**config.mk**
```make
export PLATFORM = sky130hd
export DESIGN_NAME = video_window_calc_flat
export DESIGN_NICKNAME = d
export VERILOG_FILES = /design/src/rtl/video_window_calc_if.sv /design/src/rtl/video_window_calc.sv /design/src/flat_wrapper.sv
export SDC_FILE = /design/constraint.sdc
export NUM_CORES = 1
export LEC_CHECK = 0
export ABC_CLOCK_PERIOD_IN_PS = 12200
export BUFFER_PORTS_ARGS = -buffer_cell sky130_fd_sc_hd__buf_4
export CAP_MARGIN = 30
export CORE_MARGIN = 5
export CORE_UTILIZATION = 65
export DETAILED_ROUTE_END_ITERATION = 8
export PLACE_DENSITY = 0.91
export SYNTH_ARGS = -nofsm -noshare
export SYNTH_HDL_FRONTEND = slang
export SYNTH_SLANG_ARGS = --single-unit
```
**constraint.sdc**
```tcl
create_clock -name CLK_VIDEO -period 12.2 [get_ports CLK_VIDEO]
set_clock_uncertainty 0.05 [all_clocks]
set_input_delay 1.83 -clock CLK_VIDEO [delete_from_list [all_inputs] [get_ports CLK_VIDEO]]
set_output_delay 1.83 -clock CLK_VIDEO [all_outputs]
set_load 0.02 [all_outputs]
```
**src/rtl/video_window_calc_if.sv**
```systemverilog
// Video window calculator port bundle.
// Master drives geometry and aspect inputs; slave returns the window.
interface video_window_calc_if;
  logic [11:0] HDMI_WIDTH;
  logic [11:0] HDMI_HEIGHT;
  logic [12:0] ARX;
  logic [12:0] ARY;
  logic [11:0] hmin;
  logic [11:0] hmax;
  logic [11:0] vmin;
  logic [11:0] vmax;
  logic        valid;
  logic        upd;

  modport master (
    output HDMI_WIDTH,
    output HDMI_HEIGHT,
    output ARX,
    output ARY,
    input  hmin,
    input  hmax,
    input  vmin,
    input  vmax,
    input  valid,
    input  upd
  );

  modport slave (
    input  HDMI_WIDTH,
    input  HDMI_HEIGHT,
    input  ARX,
    input  ARY,
    output hmin,
    output hmax,
    output vmin,
    output vmax,
    output valid,
    output upd
  );
endinterface

```
**src/rtl/video_window_calc.sv**
```systemverilog
// Centred output window from aspect ratio or absolute size.
// Shares one shift-add multiplier and one restoring divider over two passes.
module video_window_calc (
  input  logic               CLK_VIDEO,
  input  logic               reset,
  video_window_calc_if.slave vw
);

  typedef enum logic [2:0] {
    S_IDLE,
    S_LATCH,
    S_MUL,
    S_DIV,
    S_CMP,
    S_CLAMP,
    S_CENTER,
    S_PUBLISH
  } state_t;

  state_t      state_q, state_d;
  logic [11:0] w_s_q, w_s_d;
  logic [11:0] h_s_q, h_s_d;
  logic [12:0] arx_s_q, arx_s_d;
  logic [12:0] ary_s_q, ary_s_d;
  logic [4:0]  cnt_q, cnt_d;
  logic        pass_q, pass_d;
  logic [23:0] prod_q, prod_d;
  logic [12:0] rem_q, rem_d;
  logic [11:0] w_q, w_d;
  logic [11:0] h_q, h_d;
  logic [11:0] hmin_c_q, hmin_c_d;
  logic [11:0] hmax_c_q, hmax_c_d;
  logic [11:0] vmin_c_q, vmin_c_d;
  logic [11:0] vmax_c_q, vmax_c_d;
  logic [11:0] hmin_q, hmin_d;
  logic [11:0] hmax_q, hmax_d;
  logic [11:0] vmin_q, vmin_d;
  logic [11:0] vmax_q, vmax_d;
  logic        valid_q, valid_d;
  logic        upd_q, upd_d;

  logic        changed;
  logic [11:0] mul_a;
  logic [11:0] mul_b;
  logic [11:0] dvs;
  logic [23:0] add_t;
  logic [12:0] rem_sh;
  logic        ge;
  logic [23:0] quo;
  logic [11:0] wc;
  logic [11:0] w_min;
  logic [11:0] h_min;
  logic [11:0] hdiff;
  logic [11:0] vdiff;
  logic [11:0] hmin_c;
  logic [11:0] vmin_c;

  function automatic logic [11:0] sat12(input logic [23:0] v);
    return (|v[23:12]) ? 12'hFFF : v[11:0];
  endfunction

  // Pass 0 computes H*ARX/ARY; pass 1 computes W*ARY/ARX.
  always_comb begin
    changed = {vw.HDMI_WIDTH, vw.HDMI_HEIGHT, vw.ARX, vw.ARY}
           != {w_s_q, h_s_q, arx_s_q, ary_s_q};
    mul_a   = pass_q ? w_s_q : h_s_q;
    mul_b   = pass_q ? ary_s_q[11:0] : arx_s_q[11:0];
    dvs     = pass_q ? arx_s_q[11:0] : ary_s_q[11:0];
    add_t   = mul_b[cnt_q[3:0]] ? ({12'd0, mul_a} << cnt_q) : 24'd0;
    rem_sh  = {rem_q[11:0], prod_q[23]};
    ge      = rem_sh >= {1'b0, dvs};
    quo     = {prod_q[22:0], ge};
    wc      = sat12(prod_q);
    w_min   = (w_q > w_s_q) ? w_s_q : w_q;
    h_min   = (h_q > h_s_q) ? h_s_q : h_q;
    hdiff   = w_s_q - w_q;
    vdiff   = h_s_q - h_q;
    hmin_c  = (w_s_q > w_q) ? {1'b0, hdiff[11:1]} : 12'd0;
    vmin_c  = (h_s_q > h_q) ? {1'b0, vdiff[11:1]} : 12'd0;
  end

  always_comb begin
    state_d  = state_q;
    w_s_d    = w_s_q;
    h_s_d    = h_s_q;
    arx_s_d  = arx_s_q;
    ary_s_d  = ary_s_q;
    cnt_d    = cnt_q;
    pass_d   = pass_q;
    prod_d   = prod_q;
    rem_d    = rem_q;
    w_d      = w_q;
    h_d      = h_q;
    hmin_c_d = hmin_c_q;
    hmax_c_d = hmax_c_q;
    vmin_c_d = vmin_c_q;
    vmax_c_d = vmax_c_q;
    hmin_d   = hmin_q;
    hmax_d   = hmax_q;
    vmin_d   = vmin_q;
    vmax_d   = vmax_q;
    valid_d  = valid_q;
    upd_d    = 1'b0;

    unique case (state_q)
      S_IDLE: begin
        if (changed || !valid_q) state_d = S_LATCH;
      end
      S_LATCH: begin
        w_s_d   = vw.HDMI_WIDTH;
        h_s_d   = vw.HDMI_HEIGHT;
        arx_s_d = vw.ARX;
        ary_s_d = vw.ARY;
        cnt_d   = 5'd0;
        pass_d  = 1'b0;
        prod_d  = 24'd0;
        if (vw.ARX[12]) begin
          w_d = (vw.ARX[11:0] == 12'd0) ? vw.HDMI_WIDTH : vw.ARX[11:0];
          h_d = (vw.ARY[11:0] == 12'd0) ? vw.HDMI_HEIGHT : vw.ARY[11:0];
          state_d = S_CLAMP;
        end else if (vw.ARX[11:0] == 12'd0 || vw.ARY[11:0] == 12'd0) begin
          w_d = vw.HDMI_WIDTH;
          h_d = vw.HDMI_HEIGHT;
          state_d = S_CLAMP;
        end else begin
          state_d = S_MUL;
        end
      end
      S_MUL: begin
        prod_d = prod_q + add_t;
        cnt_d  = cnt_q + 5'd1;
        if (cnt_q == 5'd11) begin
          cnt_d   = 5'd0;
          rem_d   = 13'd0;
          state_d = S_DIV;
        end
      end
      S_DIV: begin
        rem_d  = ge ? (rem_sh - {1'b0, dvs}) : rem_sh;
        prod_d = quo;
        cnt_d  = cnt_q + 5'd1;
        if (cnt_q == 5'd23) begin
          cnt_d = 5'd0;
          if (pass_q) begin
            w_d     = w_s_q;
            h_d     = sat12(quo);
            state_d = S_CLAMP;
          end else begin
            state_d = S_CMP;
          end
        end
      end
      S_CMP: begin
        if (wc <= w_s_q) begin
          w_d     = wc;
          h_d     = h_s_q;
          state_d = S_CLAMP;
        end else begin
          pass_d  = 1'b1;
          prod_d  = 24'd0;
          cnt_d   = 5'd0;
          state_d = S_MUL;
        end
      end
      S_CLAMP: begin
        w_d     = (w_min == 12'd0) ? 12'd1 : w_min;
        h_d     = (h_min == 12'd0) ? 12'd1 : h_min;
        state_d = S_CENTER;
      end
      S_CENTER: begin
        hmin_c_d = hmin_c;
        hmax_c_d = hmin_c + w_q - 12'd1;
        vmin_c_d = vmin_c;
        vmax_c_d = vmin_c + h_q - 12'd1;
        state_d  = S_PUBLISH;
      end
      S_PUBLISH: begin
        if (!changed) begin
          hmin_d  = hmin_c_q;
          hmax_d  = hmax_c_q;
          vmin_d  = vmin_c_q;
          vmax_d  = vmax_c_q;
          valid_d = 1'b1;
          upd_d   = 1'b1;
          state_d = S_IDLE;
        end
      end
      default: state_d = S_IDLE;
    endcase

    // Inputs moved under an active calculation: restart from a fresh snapshot.
    if (state_q != S_IDLE && state_q != S_LATCH && changed) begin
      state_d = S_LATCH;
    end
  end

  always_ff @(posedge CLK_VIDEO) begin
    if (reset) begin
      state_q  <= S_IDLE;
      w_s_q    <= '0;
      h_s_q    <= '0;
      arx_s_q  <= '0;
      ary_s_q  <= '0;
      cnt_q    <= '0;
      pass_q   <= 1'b0;
      prod_q   <= '0;
      rem_q    <= '0;
      w_q      <= '0;
      h_q      <= '0;
      hmin_c_q <= '0;
      hmax_c_q <= '0;
      vmin_c_q <= '0;
      vmax_c_q <= '0;
      hmin_q   <= '0;
      hmax_q   <= '0;
      vmin_q   <= '0;
      vmax_q   <= '0;
      valid_q  <= 1'b0;
      upd_q    <= 1'b0;
    end else begin
      state_q  <= state_d;
      w_s_q    <= w_s_d;
      h_s_q    <= h_s_d;
      arx_s_q  <= arx_s_d;
      ary_s_q  <= ary_s_d;
      cnt_q    <= cnt_d;
      pass_q   <= pass_d;
      prod_q   <= prod_d;
      rem_q    <= rem_d;
      w_q      <= w_d;
      h_q      <= h_d;
      hmin_c_q <= hmin_c_d;
      hmax_c_q <= hmax_c_d;
      vmin_c_q <= vmin_c_d;
      vmax_c_q <= vmax_c_d;
      hmin_q   <= hmin_d;
      hmax_q   <= hmax_d;
      vmin_q   <= vmin_d;
      vmax_q   <= vmax_d;
      valid_q  <= valid_d;
      upd_q    <= upd_d;
    end
  end

  assign vw.hmin  = hmin_q;
  assign vw.hmax  = hmax_q;
  assign vw.vmin  = vmin_q;
  assign vw.vmax  = vmax_q;
  assign vw.valid = valid_q;
  assign vw.upd   = upd_q;

endmodule

```
**src/flat_wrapper.sv**
```systemverilog
// flat-port wrapper written by rule: the top's interface ports become plain ports
module video_window_calc_flat 
  (CLK_VIDEO, reset, vw_HDMI_WIDTH, vw_HDMI_HEIGHT, vw_ARX, vw_ARY, vw_hmin, vw_hmax, vw_vmin, vw_vmax, vw_valid, vw_upd);
  video_window_calc_if vw_i ();
  input  logic CLK_VIDEO;
  input  logic reset;
  input wire logic [$bits(vw_i.HDMI_WIDTH)-1:0] vw_HDMI_WIDTH;
  input wire logic [$bits(vw_i.HDMI_HEIGHT)-1:0] vw_HDMI_HEIGHT;
  input wire logic [$bits(vw_i.ARX)-1:0] vw_ARX;
  input wire logic [$bits(vw_i.ARY)-1:0] vw_ARY;
  output wire logic [$bits(vw_i.hmin)-1:0] vw_hmin;
  output wire logic [$bits(vw_i.hmax)-1:0] vw_hmax;
  output wire logic [$bits(vw_i.vmin)-1:0] vw_vmin;
  output wire logic [$bits(vw_i.vmax)-1:0] vw_vmax;
  output wire logic [$bits(vw_i.valid)-1:0] vw_valid;
  output wire logic [$bits(vw_i.upd)-1:0] vw_upd;
  assign vw_i.HDMI_WIDTH = vw_HDMI_WIDTH;
  assign vw_i.HDMI_HEIGHT = vw_HDMI_HEIGHT;
  assign vw_i.ARX = vw_ARX;
  assign vw_i.ARY = vw_ARY;
  assign vw_hmin = vw_i.hmin;
  assign vw_hmax = vw_i.hmax;
  assign vw_vmin = vw_i.vmin;
  assign vw_vmax = vw_i.vmax;
  assign vw_valid = vw_i.valid;
  assign vw_upd = vw_i.upd;
  video_window_calc u_core (.CLK_VIDEO(CLK_VIDEO), .reset(reset), .vw(vw_i));
endmodule
```
==> results summary, run 1 <==
Before antenna repair, the detailed router went through 7 iterations. The worst path required time is 12590 ps. For this run, asynchronously set or reset flops after synthesis account for 0%. The first global-routing pass estimated 75600 um of wire.

The vertical die dimension came out at 163 um. The net switching share of the total power is 39.7%. Entering global routing, the biggest net connects 86 pins. The H-tree depth reported by CTS is 1. The fraction of layout instances using a drive strength above 1 is roughly a tenth.

The relative max-transition margin came out at between 20 and 30%. The horizontal extent of the die is 163 um. For this block, the initial DRC count from the detailed router was 1622. The worst-path maximum fanout came out at 19. The clock sink total came out at around 210.

The via total after detailed routing came out at 15084. The mean number of vias per cell is between 6 and 7. The critical path goes through inv_1, ha_1, fa_1, nand2b_1, a21oi_1, o211ai_1, o2bb2ai_1, o211a_1, nor2_1, buf_4, nand2_1, ha_1, inv_1, ha_1, inv_1, fa_1, nor2b_1, o21ai_0, a21boi_0, o21ai_0, a21oi_1, xor2_1, nand2_1, a21oi_1. The hold buffer count at cts is 0. The prevailing post-synth register cell is sky130_fd_sc_hd__dfxtp_1. The areal power density over the cells came out at 176 nW/um2.

The net switching power came out at 0.00119 W. The largest buffer count on any clock path came out at 3. In the global route stage, overall resource usage came out at about a third. At the end of routability-driven placement, the weighted congestion stood at 1.07. The total negative setup slack is 0 ps.

Setup repair after global routing left no endpoint under its margin. The transition at the pin with the smallest max-transition slack came out at 1080 ps. The clock reaches the later pin of the worst-skew pair after ~530 ps. The maximum vdd drop came out at 0.119 mV. The part of the cycle the worst path needs is 43.7%. Counting both buffers and inverters, the worst setup path holds a total of 4.

Buffers inserted during clock tree synthesis total 23. Leaving out fill and tap cells, the most frequent cells in the layout are sky130_fd_sc_hd__nand2_1 (264), sky130_fd_sc_hd__dfxtp_1 (213), sky130_fd_sc_hd__a21oi_1 (162). The worst register-to-register path ends at u_core.hmax_c_q[9].

The part of the total power dissipated in sequential elements is 26.5%. The number of placed I/O pins is 102. The half-perimeter wire length after placement came out at ~35000 um. The total of buffers placed on input and output ports came out at 99. The kind of cell with the highest combined delay along the critical path is compound AO/OA/AOI/OAI gates.

The placeable core area is 23300 um2. The count of unresolved DRC violations after routing is 0. The largest single stage delay on the critical path is 540 ps. TritonCTS built the clock tree. The count of placed standard cells including taps is about 2300.

The sequential fraction of the synthesis area is 27.9%. The wire length per cell is 20.7 um. The worst setup path is of the flop to flop kind.

The total of cells resized after clock tree synthesis is 0. u_core.prod_q holds more flip-flops than any other register. The multiplexer share of the synthesized area came out at roughly a tenth. The fraction of the mapped netlist area in compound gates is about 21%.

The die area came out at ~27000 um2. The worst hold path begins at u_core.vmax_c_q[9]. The internal power of the cells totals 0.00181 W.

The number of global-route vias before repair is 14448. The hold violation count in the final report is 0. The worst register-to-register path begins at u_core.w_s_q[0]. The number of placement rows is 56.

The synthesis-to-finish area growth came out at 11.3%. In the final layout, the registers with the most flip-flops are u_core.prod_q x24, u_core.arx_s_q x13, u_core.ary_s_q x13. The flow ran to the end, and the final reports show no timing, DRC or antenna violations. The share of power burned in combinational logic is 47.1%. After clock tree synthesis, the clock-pin slew on the worst setup and hold paths is 60 ps.

For this run, the number of standard cells in the final layout without fillers is 2293. The setup slack of the worst register-to-register path came out at 6870 ps. In this run the static leakage power is 6.94 nW. By area, the combinational part of the netlist is dominated by compound AO/OA/AOI/OAI gates. The count of cells along the worst register-to-register path came out at 24. The max capacitance violation total is 0. The total setup violations reported at the end of the flow came out at 0. The remaining antenna violation count came out at 0. The number of setup buffers added after CTS came out at 0. The max-slew violation count is 0. The post-synthesis cell area came out at roughly 15000 um2. The min-delay analysis places its worst path in the category flop to flop.

The clock tree root driver cell is sky130_fd_sc_hd__clkbuf_16. The kind of end point of the critical path is a flop. The synthesis-stage register bit count is 213. The library cell used most frequently in the layout, excluding fill and tap cells, is sky130_fd_sc_hd__nand2_1. The synthesized instance count is 1925. The number of fill cells in the layout is 1770. The number of enable flip-flop cells after synthesis came out at 0. 0 antenna diodes ended up in the layout. The xor and xnor area share after synthesis came out at 5.62%.

The share of synthesized cell area in and, or, nand and nor gates came out at 19.7%. For this run the aggregate overflow at the end of global routing stands at 0. The number of antenna violations at the first check in global routing is 0. The worst hold path passes through 2 cells. The power share of the clock group is a little over a quarter.

The worst-case hold path end point is u_core.vmax_c_q[9]. The number of different library cells in the post-synthesis netlist came out at between 70 and 80. Each instance of the synthesized netlist takes up on average about 7.9 um2. The data arrival time of the critical path came out at 5720 ps.

The effective utilization at floorplan came out at 65.5%. At the end of the flow, the number of nets in the layout was 2130. The wire length after detailed routing came out at 47600 um. The achievable clock frequency came out at 187 MHz. The register with the most flip-flops in the layout has 24 of them. The largest individual stage delay along the critical path comes from the cell sky130_fd_sc_hd__dfxtp_1. The number of synthesis warnings came out at 0.

The adder-cell area share of the yosys netlist is 10.1%. The type of element launching the critical path is a flop. The time the final worst path needs with I/O delays and setup is 5330 ps.
## power by group through the flow
stage                     Combinational (W)  Sequential, W  Clock (W)
after global routing                0.00156       0.000796   0.000823
final                               0.00141       0.000794   0.000790
after global placement              0.00131       0.000802          0
after detailed placement            0.00137       0.000804          0
after CTS                           0.00138       0.000789   0.000797
after floorplan                     0.00107       0.000773          0
## how the worst max path moves through the flow
| stage | depth (start not counted) | start | slack (ps) | to |
|---|---|---|---|---|
| 2_1_floorplan | 24 | u_core.w_s_q[0] | 7330 | u_core.hmax_c_q[11] |
| 3_5_place_dp | 22 | u_core.h_s_q[0] | 6700 | u_core.vmax_c_q[11] |
| 3_3_place_gp | 22 | u_core.h_s_q[0] | 6970 | u_core.vmax_c_q[11] |
| 4_1_cts | 22 | u_core.h_s_q[0] | 6670 | u_core.vmax_c_q[11] |
| 5_1_grt | 24 | u_core.w_s_q[0] | 6440 | u_core.hmax_c_q[9] |
| 6_report | 24 | u_core.w_s_q[0] | 6870 | u_core.hmax_c_q[9] |
## metrics by stage
stage          utilization [%]  hold WS [ps]  total power, W  setup WS (ps)  instance area [um2]
2_1_floorplan                -           376         0.00184           7330                15300
3_3_place_gp              69.1           388         0.00212           6970                16100
3_5_place_dp              69.2           396         0.00217           6700                16100
4_1_cts                   72.8           406         0.00297           6670                17000
5_1_grt                   72.9           428         0.00318           6440                17000
6_report                  72.9           406         0.00300           6870                17000
## per-layer routing
metal	vias up	GRT usage [%]	wire length (um)
met5	-	0	0
met4	0	18.1	2990
met3	232	6.66	4570
met2	834	58.0	22000
met1	7032	42.7	18000
li1	6986	-	-
## worst register-to-register path: stages (launching register included)
cell	delay, ps
sky130_fd_sc_hd__dfxtp_1	540
sky130_fd_sc_hd__inv_1	80
sky130_fd_sc_hd__ha_1	220
sky130_fd_sc_hd__fa_1	410
sky130_fd_sc_hd__nand2b_1	170
sky130_fd_sc_hd__a21oi_1	210
sky130_fd_sc_hd__o211ai_1	120
sky130_fd_sc_hd__o2bb2ai_1	260
sky130_fd_sc_hd__o211a_1	310
sky130_fd_sc_hd__nor2_1	110
sky130_fd_sc_hd__buf_4	220
sky130_fd_sc_hd__nand2_1	90
sky130_fd_sc_hd__ha_1	290
sky130_fd_sc_hd__inv_1	60
sky130_fd_sc_hd__ha_1	180
sky130_fd_sc_hd__inv_1	60
sky130_fd_sc_hd__fa_1	370
sky130_fd_sc_hd__nor2b_1	150
sky130_fd_sc_hd__o21ai_0	120
sky130_fd_sc_hd__a21boi_0	250
sky130_fd_sc_hd__o21ai_0	180
sky130_fd_sc_hd__a21oi_1	280
sky130_fd_sc_hd__xor2_1	250
sky130_fd_sc_hd__nand2_1	100
sky130_fd_sc_hd__a21oi_1	190
## cell type report
type,instances,area (um2),area share [%]
clock inverter,12,214,1.26
tap,319,399,2.35
sequential,213,4260,25.1
inverter,110,413,2.43
clock buffer,29,638,3.75
timing repair buffer,121,912,5.36
multi-input combinational,1489,10200,59.8
## Yosys cell counts, drive strengths merged, types with 34 or more instances
library cell / instances / area [um2]
mux2i: 97 / 971
dfxtp: 213 / 4260
nand3: 49 / 245
ha: 114 / 1430
xnor2: 40 / 350
xor2: 58 / 508
a21o: 34 / 255
o21ai: 68 / 340
nand2: 265 / 995
nor3: 40 / 200
inv: 108 / 405
nor4: 35 / 234
a21oi: 165 / 841
nor2: 159 / 597
clkbuf: 92 / 345
## kinds of logic after synthesis
| kind of cell | count (synthesis) |
|---|---|
| AO/OA/AOI/OAI | 488 |
| XOR/XNOR | 98 |
| adder cells (fa/ha/maj) | 120 |
| buffers and inverters | 224 |
| flip-flops | 213 |
| multiplexers | 122 |
| other | 1 |
| AND/OR/NAND/NOR | 659 |
Note: power is estimated with default switching activity, not from simulation.
==> run 2, diff against run 1 <==
--- a/config.mk
+++ b/config.mk
@@ -5,13 +5,14 @@
 export SDC_FILE = /design/constraint.sdc
 export NUM_CORES = 1
 export LEC_CHECK = 0
-export ABC_CLOCK_PERIOD_IN_PS = 12200
+export ABC_AREA = 1
+export ABC_CLOCK_PERIOD_IN_PS = 5500
 export BUFFER_PORTS_ARGS = -buffer_cell sky130_fd_sc_hd__buf_4
 export CAP_MARGIN = 30
 export CORE_MARGIN = 5
-export CORE_UTILIZATION = 65
+export CORE_UTILIZATION = 62
 export DETAILED_ROUTE_END_ITERATION = 8
-export PLACE_DENSITY = 0.91
+export PLACE_DENSITY = 0.87
 export SYNTH_ARGS = -nofsm -noshare
 export SYNTH_HDL_FRONTEND = slang
 export SYNTH_SLANG_ARGS = --single-unit
==> constraint.sdc (replaced) <==
create_clock -name CLK_VIDEO -period 5.5 [get_ports CLK_VIDEO]
set_clock_uncertainty 0.05 [all_clocks]
set_input_delay 0.825 -clock CLK_VIDEO [delete_from_list [all_inputs] [get_ports CLK_VIDEO]]
set_output_delay 0.825 -clock CLK_VIDEO [all_outputs]
set_load 0.02 [all_outputs]
==> results summary, run 2 <==
The number of enable flip-flop cells after synthesis came out at 0 (unchanged). The net count of the finished layout came out at 2603 (was 2130). The data arrival time of the critical path came out at 5070 ps (was 5720 ps).

The total of cells resized after clock tree synthesis came out at 0 (unchanged). The hold violation count in the final report came to 0 (unchanged). Series of cell instances along the critical path: inv_1, ha_1, fa_1, o21ai_1, nand2_1, nand3_2, nand2_1, inv_1, nand3_1, ha_1, inv_1, ha_1, a21oi_1, nand2_1, a21oi_1, o21ai_0, a21oi_1, nor2_1, nor2_1, xnor2_1, o21ai_0, inv_1 (was inv_1, ha_1, fa_1, nand2b_1, a21oi_1, o211ai_1, o2bb2ai_1, o211a_1, nor2_1, buf_4, nand2_1, ha_1, inv_1, ha_1, inv_1, fa_1, nor2b_1, o21ai_0, a21boi_0, o21ai_0, a21oi_1, xor2_1, nand2_1, a21oi_1). The overall routing resource usage came out at 33.7% (was 34.8%). The largest buffer count on any clock path is 3 (unchanged).

The transition at the pin with the smallest max-transition slack came out at 931 ps (was 1080 ps). The clock-pin transition on the worst setup and hold timing paths is 70 ps (was 60 ps). The wire length per cell is 18.1 um (was 20.7 um). The antenna diode count came out at 0 (unchanged). The wire length after detailed routing was 50300 um (was 47600 um). The kind of end point of the critical path was a flop (unchanged).

The time the final worst path needs with I/O delays and setup is 4690 ps (was 5330 ps). The vertical die dimension is 170 um (was 163 um). The prevailing post-synth register cell is sky130_fd_sc_hd__dfxtp_1 (unchanged). The synthesis-stage register bit count is 213 (unchanged). The cell family with the largest share of critical-path delay is adder cells (was compound AO/OA/AOI/OAI gates). The achievable clock frequency came to 213 MHz (was 187 MHz). The post-route core utilization is 69.3% (was 72.9%). The leftover overflow at the end of global routing came to 0 (unchanged). The number of placed I/O pins is 102 (unchanged). The type of element launching the critical path is a flop (unchanged). The number of synthesis warnings is 0 (unchanged).

Most frequent cells in the layout: sky130_fd_sc_hd__nand2_1 (451), sky130_fd_sc_hd__a21oi_1 (273), sky130_fd_sc_hd__inv_1 (250) (was sky130_fd_sc_hd__nand2_1 (264), sky130_fd_sc_hd__dfxtp_1 (213), sky130_fd_sc_hd__a21oi_1 (162)). The worst-path maximum fanout is 14 (was 19). The minimum hold slack was 415 ps (was 406 ps). The via total after detailed routing is 16583 (was 15084). The number of setup buffers added after CTS is 0 (unchanged). The post-route non-filler standard cell count came out at 2779 (was 2293). The synthesized instance count came out at 2407 (was 1925). The synthesis-to-finish area growth came to 10.2% (was 11.3%). The number of buffers added by the clock tree synthesis step is 24 (was 23). The remaining antenna violation count is 0 (unchanged). The max capacitance violation total is 0 (unchanged).

The clock tree root driver cell was sky130_fd_sc_hd__clkbuf_16 (unchanged). The number of fill cells in the layout came to 2276 (was 1770). The total setup violations reported at the end of the flow came out at 0 (unchanged). The H-tree depth reported by CTS was 1 (unchanged).

The combined flip-flop and latch cell area is 4270 um2 (was 4260 um2). The weighted congestion reported at the end of routability-driven placement is 1.06 (was 1.07). The most common library cell in the layout ignoring fill and taps is sky130_fd_sc_hd__nand2_1 (unchanged). The count of unresolved DRC violations after routing is 0 (unchanged). RSZ-0062 raised after global routing: false (unchanged). The count of placed standard cells including taps came out at 2735 (was 2251). The worst path required time is 5880 ps (was 12590 ps). The hold buffer count at cts came out at 0 (unchanged). The total negative setup slack came out at 0 ps (unchanged). The share of the synthesized area in the top cell type came out at 26.9% (was 27.9%). The slowest stage cell on the critical path is sky130_fd_sc_hd__fa_1 (was sky130_fd_sc_hd__dfxtp_1).

The effective utilization at floorplan is 62.9% (was 65.5%). Status: finished, final reports clean (unchanged). The most area-hungry cell type in the Yosys netlist is sky130_fd_sc_hd__dfxtp_1 (unchanged).

The number of flip-flops under the largest register name came out at 24 (unchanged). The clock latency of the later-clocked register in the worst-skew pair was 540 ps (was 530 ps). The number of placement rows came out at 58 (was 56).

The first-pass iteration count of the detailed router is 8 (was 7). Leading cell types by count after synthesis: sky130_fd_sc_hd__nand2_1 (451), sky130_fd_sc_hd__a21oi_1 (273), sky130_fd_sc_hd__inv_1 (251) (was sky130_fd_sc_hd__nand2_1 (265), sky130_fd_sc_hd__dfxtp_1 (213), sky130_fd_sc_hd__a21oi_1 (163)). Registers with the highest flip-flop counts: u_core.prod_q x24, u_core.arx_s_q x13, u_core.ary_s_q x13 (unchanged).

The total of buffers placed on input and output ports is 99 (unchanged). Largest cells by area after synthesis: sky130_fd_sc_hd__dfxtp_1 (27%), sky130_fd_sc_hd__nand2_1 (11%), sky130_fd_sc_hd__ha_1 (9.0%) (was sky130_fd_sc_hd__dfxtp_1 (28%), sky130_fd_sc_hd__ha_1 (9.3%), sky130_fd_sc_hd__nand2_1 (6.5%)). The pin count of the biggest net entering global routing came out at 76 (was 86). The post-synthesis async set-or-reset flop share was 0% (unchanged).

The clock sink total is 213 (unchanged). The mean number of vias per cell came out at 5.97 (was 6.58). The relative max-transition margin came out at 37.7% (was 28.2%). The half-perimeter wire length after placement is 37900 um (was 34600 um).

The library cell with the highest instance count after synthesis is sky130_fd_sc_hd__nand2_1 (unchanged). The CTS tree is done (unchanged). The sequential fraction of the synthesis area was 26.9% (was 27.9%). The worst hold-check path type was flop to flop (unchanged).

The number of global-route vias before repair is 15429 (was 14448). The critical path class was flop to flop (unchanged). The total area of multi-input combinational cells is 9980 um2 (was 10200 um2).

The max-slew violation count came out at 0 (unchanged). The part of the cycle the worst path needs came out at 85.3% (was 43.7%). The wire length of the first global-routing pass is 79900 um (was 75600 um).

The setup slack of the worst register-to-register path was 810 ps (was 6870 ps). The die area came out at 28800 um2 (was 26700 um2). The mean cell area of the mapped netlist came to 6.58 um2 (was 7.94 um2). The most common cell type on the critical path is sky130_fd_sc_hd__inv_1. The register with the highest flop count is u_core.prod_q (unchanged). The fraction of layout instances using a drive strength above 1 is 10.1% (was 10.4%). The number of different library cells in the post-synthesis netlist came out at 59 (was 75). The horizontal extent of the die is 170 um (was 163 um). The post-synthesis cell area was 15800 um2 (was 15300 um2). The number of DRC markers in iteration 0 is 1819 (was 1622). The delay contributed by the slowest stage of the critical path came to 420 ps (was 540 ps). The buffering stage count on the worst path with inverters included came out at 4 (unchanged).

The number of antenna violations at the first check in global routing was 0 (unchanged). The placeable core area came to 25200 um2 (was 23300 um2).
run 2: changes by cell type in the layout (fill, tap and decap cells not counted), moves of 23 or more:
cell                      delta
sky130_fd_sc_hd__a21o_1     -25
sky130_fd_sc_hd__a21oi_1   +111
sky130_fd_sc_hd__inv_1     +143
sky130_fd_sc_hd__inv_2      +23
sky130_fd_sc_hd__mux2i_1    -94
sky130_fd_sc_hd__nand2_1   +187
sky130_fd_sc_hd__nand3_1    +71
sky130_fd_sc_hd__nor2_1     +63
sky130_fd_sc_hd__nor4_1     -27
sky130_fd_sc_hd__o21ai_0   +154
sky130_fd_sc_hd__o21ai_1    +53
sky130_fd_sc_hd__or3_1      -28
run 2: per-layer routing:
metal,GRT usage [%],share of wire [%],up-vias
met5,0,0,-
met2,57.0,46,771
met4,16.1,5.9,0
met3,4.18,7.7,173
met1,42.6,40,7527
li1,-,-,8112
run 2: cells by family (layout without fill, tap and decap cells):
kind of cell | Yosys count | count (layout) | synth area share (%)
AND/OR/NAND/NOR | 937 | 937 | 25.8
AO/OA/AOI/OAI | 667 | 667 | 23.1
buffers and inverters | 394 | 435 | 10.2
flip-flops | 213 | 213 | 26.9
adder cells (fa/ha/maj) | 120 | 120 | 9.77
XOR/XNOR | 72 | 72 | 3.98
multiplexers | 3 | 3 | 0.190
other | 1 | 2 | 0.0237
run 2: worst paths after layout:
kind	cells after the start	start	endpoint
worst max-delay path	22	u_core.h_s_q[0]	u_core.vmax_c_q[10]
worst min-delay path	2	u_core.vw.vmax[7]	u_core.vw.vmax[7]
worst max register to register	22	u_core.h_s_q[0]	u_core.vmax_c_q[10]
worst min register to register	2	u_core.vw.vmax[7]	u_core.vw.vmax[7]
run 2: final cells by class:
type / count / area share [%]
clock inverters: 13 / 1.13
well taps: 330 / 2.37
repair buffers: 113 / 4.93
flip-flops and latches: 213 / 24.4
multi-input cells: 1801 / 57.2
clock buffers: 31 / 3.99
inverters: 278 / 5.99
run 2: tightest hold or removal path: stages (launching register included):
cell	delay [ps]
sky130_fd_sc_hd__dfxtp_1	310
sky130_fd_sc_hd__nand2_1	60
sky130_fd_sc_hd__a21oi_1	50
run 2: per-stage QoR:
| stage | instance area, um2 | worst slack, ps |
|---|---|---|
| detailed placement | 16600 | 892 |
| floorplan | 15800 | 1680 |
| global route | 17500 | 330 |
| CTS | 17500 | 870 |
| finish | 17500 | 810 |
| global placement | 16500 | 1050 |
Power of run 2 is left out: the tool's default activity adds up to more than one toggle a clock period on the data nets, which glitch-free logic cannot reach.
